**config.mk**
```make
export PLATFORM = sky130hd
export DESIGN_NAME = subleq_sequencer
export DESIGN_NICKNAME = d
export VERILOG_FILES = /design/src/rtl/subleq_sequencer.sv
export SDC_FILE = /design/constraint.sdc
export NUM_CORES = 1
export LEC_CHECK = 0
export ABC_AREA = 1
export ABC_CLOCK_PERIOD_IN_PS = 1700
export CAP_MARGIN = 0
export CORE_MARGIN = 4
export CORE_UTILIZATION = 30
export CTS_CLUSTER_SIZE = 16
export DETAILED_ROUTE_END_ITERATION = 16
export PLACE_DENSITY = 0.78
export SLEW_MARGIN = 20
export SYNTH_ARGS = -nofsm -noshare
export SYNTH_HDL_FRONTEND = slang
export SYNTH_HIERARCHICAL = 1
export SYNTH_SLANG_ARGS = --single-unit
```
**constraint.sdc**
```tcl
create_clock -name CLOCK -period 1.7 [get_ports CLOCK]
set_clock_uncertainty 0.1 [all_clocks]
set_input_delay 0.51 -clock CLOCK [delete_from_list [all_inputs] [get_ports CLOCK]]
set_output_delay 0.51 -clock CLOCK [all_outputs]
set_load 0.1 [all_outputs]
```
**src/rtl/subleq_sequencer.sv**
```systemverilog
// SUBLEQ control sequencer: drives register STORE/SHOW strobes and the memory handshake for one instruction at a time.
// Optional memory-access timeout to a sticky FAULT state is enabled by defining SUBLEQ_MEM_TIMEOUT_EN.
module subleq_sequencer #(
  parameter int DATA_WIDTH  = 8,
  parameter int MEM_TIMEOUT = 15
) (
  input  logic                  CLOCK,
  input  logic                  RESET_bar,
  input  logic                  RUN,
  input  logic                  MEM_READY,
  input  logic                  ALU_LEQZ,
  input  logic [DATA_WIDTH-1:0] C_VAL,
  output logic [7:0]            STORE_EN,
  output logic [7:0]            SHOW_EN,
  output logic                  PC_INC,
  output logic                  MEM_RD,
  output logic                  MEM_WR,
  output logic                  BUSY,
  output logic                  HALTED,
  output logic                  FAULT,
  output logic [3:0]            STATE
);

  typedef enum logic [3:0] {
    S_IDLE  = 4'd0,
    S_FA    = 4'd1,
    S_RA    = 4'd2,
    S_FB    = 4'd3,
    S_RB    = 4'd4,
    S_FC    = 4'd5,
    S_RC    = 4'd6,
    S_LA    = 4'd7,
    S_RDA   = 4'd8,
    S_LB    = 4'd9,
    S_RDB   = 4'd10,
    S_EXEC  = 4'd11,
    S_WR    = 4'd12,
    S_BR    = 4'd13,
    S_HALT  = 4'd14,
    S_FAULT = 4'd15
  } state_e;

  state_e      state_r;
  state_e      state_next_s;
  logic        leqz_r;
  logic        halt_hit_s;
  logic        timeout_s;
  logic [7:0]  store_en_s;
  logic [7:0]  show_en_s;
  logic        pc_inc_s;
  logic        mem_rd_s;
  logic        mem_wr_s;

  // An all-ones C with a taken branch is the halt encoding.
  assign halt_hit_s = leqz_r && (&C_VAL);

`ifdef SUBLEQ_MEM_TIMEOUT_EN
  localparam int CNT_W = $clog2(MEM_TIMEOUT + 2);

  logic             mem_state_s;
  logic [CNT_W-1:0] wait_cnt_r;

  assign mem_state_s = (state_r == S_RA)  || (state_r == S_RB)  || (state_r == S_RC) ||
                       (state_r == S_RDA) || (state_r == S_RDB) || (state_r == S_WR);

  // Wait-cycle counter for the current memory state; restarts on every state change.
  always_ff @(posedge CLOCK or negedge RESET_bar) begin
    if (!RESET_bar) begin
      wait_cnt_r <= '0;
    end else if (state_next_s != state_r) begin
      wait_cnt_r <= '0;
    end else if (mem_state_s) begin
      wait_cnt_r <= wait_cnt_r + CNT_W'(1'b1);
    end else begin
      wait_cnt_r <= wait_cnt_r;
    end
  end

  assign timeout_s = mem_state_s && !MEM_READY && (wait_cnt_r == CNT_W'(MEM_TIMEOUT));
  assign FAULT     = (state_r == S_FAULT);
`else
  logic [7:0] unused_timeout_s;

  assign unused_timeout_s = 8'(MEM_TIMEOUT);
  assign timeout_s        = 1'b0;
  assign FAULT            = 1'b0;
`endif

  // State register.
  always_ff @(posedge CLOCK or negedge RESET_bar) begin
    if (!RESET_bar) begin
      state_r <= S_IDLE;
    end else begin
      state_r <= state_next_s;
    end
  end

  // Branch flag captured in EXEC so BR does not depend on the ALU inputs still being valid.
  always_ff @(posedge CLOCK or negedge RESET_bar) begin
    if (!RESET_bar) begin
      leqz_r <= 1'b0;
    end else if (state_r == S_EXEC) begin
      leqz_r <= ALU_LEQZ;
    end else begin
      leqz_r <= leqz_r;
    end
  end

  // Next-state logic; memory states hold until MEM_READY (or time out when enabled).
  always_comb begin
    state_next_s = state_r;
    case (state_r)
      S_IDLE: begin
        if (RUN) state_next_s = S_FA;
        else     state_next_s = S_IDLE;
      end
      S_FA:   state_next_s = S_RA;
      S_FB:   state_next_s = S_RB;
      S_FC:   state_next_s = S_RC;
      S_LA:   state_next_s = S_RDA;
      S_LB:   state_next_s = S_RDB;
      S_EXEC: state_next_s = S_WR;
      S_RA, S_RB, S_RC, S_RDA, S_RDB, S_WR: begin
        if (MEM_READY) begin
          case (state_r)
            S_RA:    state_next_s = S_FB;
            S_RB:    state_next_s = S_FC;
            S_RC:    state_next_s = S_LA;
            S_RDA:   state_next_s = S_LB;
            S_RDB:   state_next_s = S_EXEC;
            S_WR:    state_next_s = S_BR;
            default: state_next_s = S_IDLE;
          endcase
        end else if (timeout_s) begin
          state_next_s = S_FAULT;
        end else begin
          state_next_s = state_r;
        end
      end
      S_BR: begin
        if (halt_hit_s) state_next_s = S_HALT;
        else if (RUN)   state_next_s = S_FA;
        else            state_next_s = S_IDLE;
      end
      S_HALT:  state_next_s = S_HALT;
      S_FAULT: state_next_s = S_FAULT;
      default: state_next_s = S_IDLE;
    endcase
  end

  // Strobe decode: Moore from state, except STORE_EN in read states which waits for MEM_READY.
  always_comb begin
    store_en_s = 8'h00;
    show_en_s  = 8'h00;
    pc_inc_s   = 1'b0;
    mem_rd_s   = 1'b0;
    mem_wr_s   = 1'b0;
    case (state_r)
      S_FA, S_FB, S_FC: begin
        show_en_s[0]  = 1'b1;
        store_en_s[1] = 1'b1;
        pc_inc_s      = 1'b1;
      end
      S_RA, S_RB, S_RC, S_RDA, S_RDB: begin
        mem_rd_s = 1'b1;
        if (MEM_READY) begin
          case (state_r)
            S_RA:    store_en_s[2] = 1'b1;
            S_RB:    store_en_s[3] = 1'b1;
            S_RC:    store_en_s[4] = 1'b1;
            S_RDA:   store_en_s[5] = 1'b1;
            S_RDB:   store_en_s[6] = 1'b1;
            default: store_en_s    = 8'h00;
          endcase
        end else begin
          store_en_s = 8'h00;
        end
      end
      S_LA: begin
        show_en_s[2]  = 1'b1;
        store_en_s[1] = 1'b1;
      end
      S_LB: begin
        show_en_s[3]  = 1'b1;
        store_en_s[1] = 1'b1;
      end
      S_EXEC: store_en_s[7] = 1'b1;
      S_WR: begin
        show_en_s[7] = 1'b1;
        mem_wr_s     = 1'b1;
      end
      S_BR: begin
        if (leqz_r && !halt_hit_s) begin
          show_en_s[4]  = 1'b1;
          store_en_s[0] = 1'b1;
        end else begin
          show_en_s  = 8'h00;
          store_en_s = 8'h00;
        end
      end
      default: begin
        store_en_s = 8'h00;
        show_en_s  = 8'h00;
      end
    endcase
  end

  assign STORE_EN = store_en_s;
  assign SHOW_EN  = show_en_s;
  assign PC_INC   = pc_inc_s;
  assign MEM_RD   = mem_rd_s;
  assign MEM_WR   = mem_wr_s;
  assign STATE    = state_r;
  assign HALTED   = (state_r == S_HALT);
  assign BUSY     = (state_r != S_IDLE) && (state_r != S_HALT) && (state_r != S_FAULT);

  subleq_sequencer_checker u_checker (
    .CLOCK     (CLOCK),
    .RESET_bar (RESET_bar),
    .SHOW_EN   (SHOW_EN),
    .MEM_RD    (MEM_RD)
  );

endmodule

// Bus-ownership properties: at most one register drives the bus, never alongside memory.
module subleq_sequencer_checker (
  input logic       CLOCK,
  input logic       RESET_bar,
  input logic [7:0] SHOW_EN,
  input logic       MEM_RD
);

  a_show_onehot0: assert property (@(posedge CLOCK) disable iff (!RESET_bar) $onehot0(SHOW_EN));
  a_show_vs_rd:   assert property (@(posedge CLOCK) disable iff (!RESET_bar) !((|SHOW_EN) && MEM_RD));

endmodule

```
==> metrics.txt, run 1 <==
post-synthesis cell area 556 um^2; # H-tree levels 1; multiplexer area fraction after synthesis 0%; Area contributors post-synth dfrtp_1 23%, nand2_1 19%, buf_4 11%, nand3_1 9.0%, nor2_1 6.8%; count leader, synth nand2_1; Initial Util 31.8%; number of I/O pins 39; CTS Root Buffer Type clkbuf_4; status stopped before the end; Mean Syn Cell Area 6.17 um^2; DPL Wire Length 2200 um; area share of the largest cell type after synthesis 22.5%; Mapped Cells 90; Max Root-Sink Buffers 2; Post-synth top cells 28 x nand2_1, 10 x nand3_1, 10 x nor2_1; number of buffers created by CTS 3; async set-reset flop share out of synthesis 100%; main combinational cell family by area after synthesis simple AND/OR/NAND/NOR gates; Seq/Total Area, Yosys 22.5%; error msg [ERROR DPL-0038] Utilization greater than 100%, impossible to legalize; GPL Wtd Cong 0.814; Compound-Gate Fraction of Synth Area 1.13%; Cell variety after synth 20; Last stage global routing (5_1_grt); Post-Synth XOR/XNOR Area 0%; largest net degree at the start of global routing 11; Post-synth EDFFs 0; number of buffers added on ports 34; CTS sink cnt 5; Synth Register Bits 5; largest area contributor in the netlist dfrtp_1; pre-CTS WS -0.511 ns; Worst EP Category primary output; Main synth FF type dfrtp_1; Warnings, synthesis 6; worst setup endpoint GRT STORE_EN[0]; Die X 51.0 um; Placement Cell Area 1530 um^2; chip height 51.0 um; post-synthesis adder-cell area fraction 0%; post-synthesis simple-gate area fraction 54.1%; Rows 15
## stage by stage
stage / std cells / util, %
2_1_floorplan: 93 / -
3_3_place_gp: 174 / 87.5
3_5_place_dp: 174 / 87.5
4_1_cts: 186 / 95.8
## cells by family after synthesis
| logic type | after synthesis |
|---|---|
| buffers and inverters | 20 |
| DFF | 5 |
| other | 1 |
| and+or+nand+nor | 63 |
| AOI/OAI and AO/OA | 1 |
## what timing repair did
item                                    4_1_cts
endpoints found under the setup margin       22
buffers inserted                              9
pin swaps                                    13
resized for setup                            25
cloned                                        0
hold buffers                                  0
==> run 2, diff against run 1 <==
--- a/config.mk
+++ b/config.mk
@@ -8,11 +8,10 @@
 export ABC_AREA = 1
 export ABC_CLOCK_PERIOD_IN_PS = 1700
 export CAP_MARGIN = 0
-export CORE_MARGIN = 4
-export CORE_UTILIZATION = 30
-export CTS_CLUSTER_SIZE = 16
+export CORE_AREA = 4 4 65 67
 export DETAILED_ROUTE_END_ITERATION = 16
-export PLACE_DENSITY = 0.78
+export DIE_AREA = 0 0 69 71
+export PLACE_DENSITY_LB_ADDON = 0.15
 export SLEW_MARGIN = 20
 export SYNTH_ARGS = -nofsm -noshare
 export SYNTH_HDL_FRONTEND = slang
==> metrics.txt, run 2 <==
GRT Total Usage 9.95%; count leader, synth nand2_1; Placement Cell Area 1530 um^2 (about the same); initial antenna violation count 0; hold bufs inserted after CTS 0 (unchanged); DPL Wire Length 1750 um (-21%); Seq/Total Area, Yosys 22.5% (unchanged); DR pass1 iterations 4; Design Area, Final 1910 um^2; cell repeated most along the worst path nor2_4; async set-reset flop share out of synthesis 100% (unchanged); Mapped Cells 90 (unchanged); global routing met2 resource utilization 18.6%; status complete, but fails checks; Crit path required time 1.09 ns; layout net count 187; unrepaired setup endpoints after global routing true; commonest non-fill, non-tap cell in the layout buf_4; Worst-path clk slew 0.04 ns; min Tclk post-route 2.11 ns; max-slew violation count 0; area share of the largest cell type after synthesis 22.5% (unchanged); CTS Root Buffer Type clkbuf_8; Via density 3.90; chip height 71 um (+39%); number of I/O pins 39 (unchanged); max cap viols 0; CP max FO 5; kind of critical path register to output port; CTS sink cnt 5 (unchanged); largest area contributor in the netlist dfrtp_1; CTS tree done; post-synthesis cell area 556 um^2 (unchanged); # setup viols final 21; global routing usage on met1 11.0%; met3 global-route usage 1.42%; Post-synth EDFFs 0 (unchanged); Die X 69 um (+35%); Initial Util 15.3% (-17 points); # DRC 0; Hold Crit Class input port to asynchronous set/reset pin; Final ANT Viol Nets 0; fin worst setup slack -0.408 ns; Arr. time, crit path 1.50 ns; Main synth FF type dfrtp_1; Post-synth top cells 28 x nand2_1, 10 x nand3_1, 10 x nor2_1; CP Capture Type output port; Area Growth Syn to Fin 244%; number of buffers created by CTS 3 (unchanged); layout cells sized above 1 72.3%; Warnings, synthesis 6 (unchanged); violated checks setup timing; Synth Register Bits 5 (unchanged); initial DRC count 10; Area contributors post-synth dfrtp_1 23%, nand2_1 19%, buf_4 11%, nand3_1 9.0%, nor2_1 6.8%; number of global-route vias before repair 910; Detailed Route WL 2520 um; pre-CTS WS -0.496 ns (+0.0157 ns); Crit path largest cell delay 0.48 ns; # H-tree levels 1 (unchanged); Rows 22 (+7); Max Root-Sink Buffers 2 (unchanged); type of origin of the critical path register; Worst-Skew Late Latency 0.23 ns; Top Usage Layer GRT met2; hold violation total from the final report 0; worst path bufs/invs 3; most frequent cells in the layout 31 x buf_4, 24 x buf_12, 18 x nand2_1, 18 x buf_6, 10 x nor2_4; number of buffers added on ports 34 (unchanged); Avg WL per Cell 11.4 um; via count 861; Top delay family on crit path flip-flops; die area 4900 um^2; period utilization 124%; Cell variety after synth 20 (unchanged); Worst path slowest cell dfrtp_4; GPL Wtd Cong 0.767 (-5.9%); Core Region 3630 um^2; fmax 474 MHz; crit-path cells buf_8 > nor2_4 > buf_6 > nand2_2 > nor2_4 > buf_12; Largest register FFs 4; Mean Syn Cell Area 6.17 um^2 (unchanged); first-pass GRT wire length 3970 um; grt ovf 0; largest net degree at the start of global routing 7; Antenna diodes 0
-- run 2: cell counts after synthesis --
Identical to the previous run, type by type.
-- run 2: final timing paths --
check	from	endpoint	slack [ns]	depth (start not counted)
min in group CLOCK	leqz_r$_DFFE_PN0P_	leqz_r$_DFFE_PN0P_	0.48	2
max in group asynchronous	RESET_bar	STATE[0]$_DFFE_PN0P_	0.88	1
max	STATE[2]$_DFFE_PN0P_	STORE_EN[2]	-0.41	6
min	RESET_bar	STATE[3]$_DFFE_PN0P_	0.40	1
max reg2reg	STATE[2]$_DFFE_PN0P_	STATE[0]$_DFFE_PN0P_	0.18	9
min reg2reg	leqz_r$_DFFE_PN0P_	leqz_r$_DFFE_PN0P_	0.48	2
-- run 2: cell type report --
cell class              instances  area (um^2)
fillers                       337         1720
repair buffers                 86         1040
multi-input cells              68          551
flip-flops and latches          5          140
inverters                      10         76.3
well taps                      48         60.1
clock buffers                   4         45.0
-- run 2: timing repair --
item,4_1_cts,5_1_grt
resized for setup,37,19
endpoints found under the setup margin,21,21
pin swaps,20,14
setup buffers,16,10
-- run 2: per-stage QoR --
stage / TNS (ns) / std cells / hold WS, ns / utilization (%)
CTS: -6.30 / 213 / 0.414 / 48.7
floorplan: -9.93 / 93 / 0.114 / -
finish: -6.30 / 221 / 0.405 / 52.6
global placement: -4.37 / 195 / 0.475 / 42.1
global route: -7.18 / 221 / 0.414 / 52.6
detailed placement: -4.66 / 195 / 0.485 / 42.1
-- run 2: logic make-up (layout without fill, tap and decap cells) --
| kind of cell | count (synthesis) | in the layout | share of synthesized area [%] |
|---|---|---|---|
| compound gates | 1 | 1 | 1.13 |
| buf+inv | 20 | 100 | 21.6 |
| flops | 5 | 5 | 22.5 |
| other cells | 1 | 4 | 0.675 |
| simple gates | 63 | 63 | 54.1 |
-- run 2: layer usage --
| metal | routed length (um) | vias to the layer above |
|---|---|---|
| li1 | - | 438 |
| met1 | 902 | 404 |
| met2 | 1520 | 17 |
| met3 | 71 | 2 |
| met4 | 22 | 0 |
| met5 | 0 | - |
Power of run 2 is not shown: default switching activity piles up to over one toggle a cycle in this logic, so the estimate is an artifact.
==> run 3, diff against run 2 <==
--- a/config.mk
+++ b/config.mk
@@ -11,6 +11,7 @@
 export CORE_AREA = 4 4 65 67
 export DETAILED_ROUTE_END_ITERATION = 16
 export DIE_AREA = 0 0 69 71
+export HOLD_SLACK_MARGIN = 0.1
 export PLACE_DENSITY_LB_ADDON = 0.15
 export SLEW_MARGIN = 20
 export SYNTH_ARGS = -nofsm -noshare
==> results of run 3 <==
Same layout as run 2: the final DEF is identical, and so are final timing and power.
Power of run 3 is left out for the same reason.
==> run 4, diff against run 3 <==
--- a/config.mk
+++ b/config.mk
@@ -11,6 +11,7 @@
 export CORE_AREA = 4 4 65 67
 export DETAILED_ROUTE_END_ITERATION = 16
 export DIE_AREA = 0 0 69 71
+export GPL_ROUTABILITY_DRIVEN = 0
 export HOLD_SLACK_MARGIN = 0.1
 export PLACE_DENSITY_LB_ADDON = 0.15
 export SLEW_MARGIN = 20
==> results of run 4 <==
Same layout as run 2: the final DEF is identical, and so are final timing and power.
Power of run 4 is left out for the same reason.
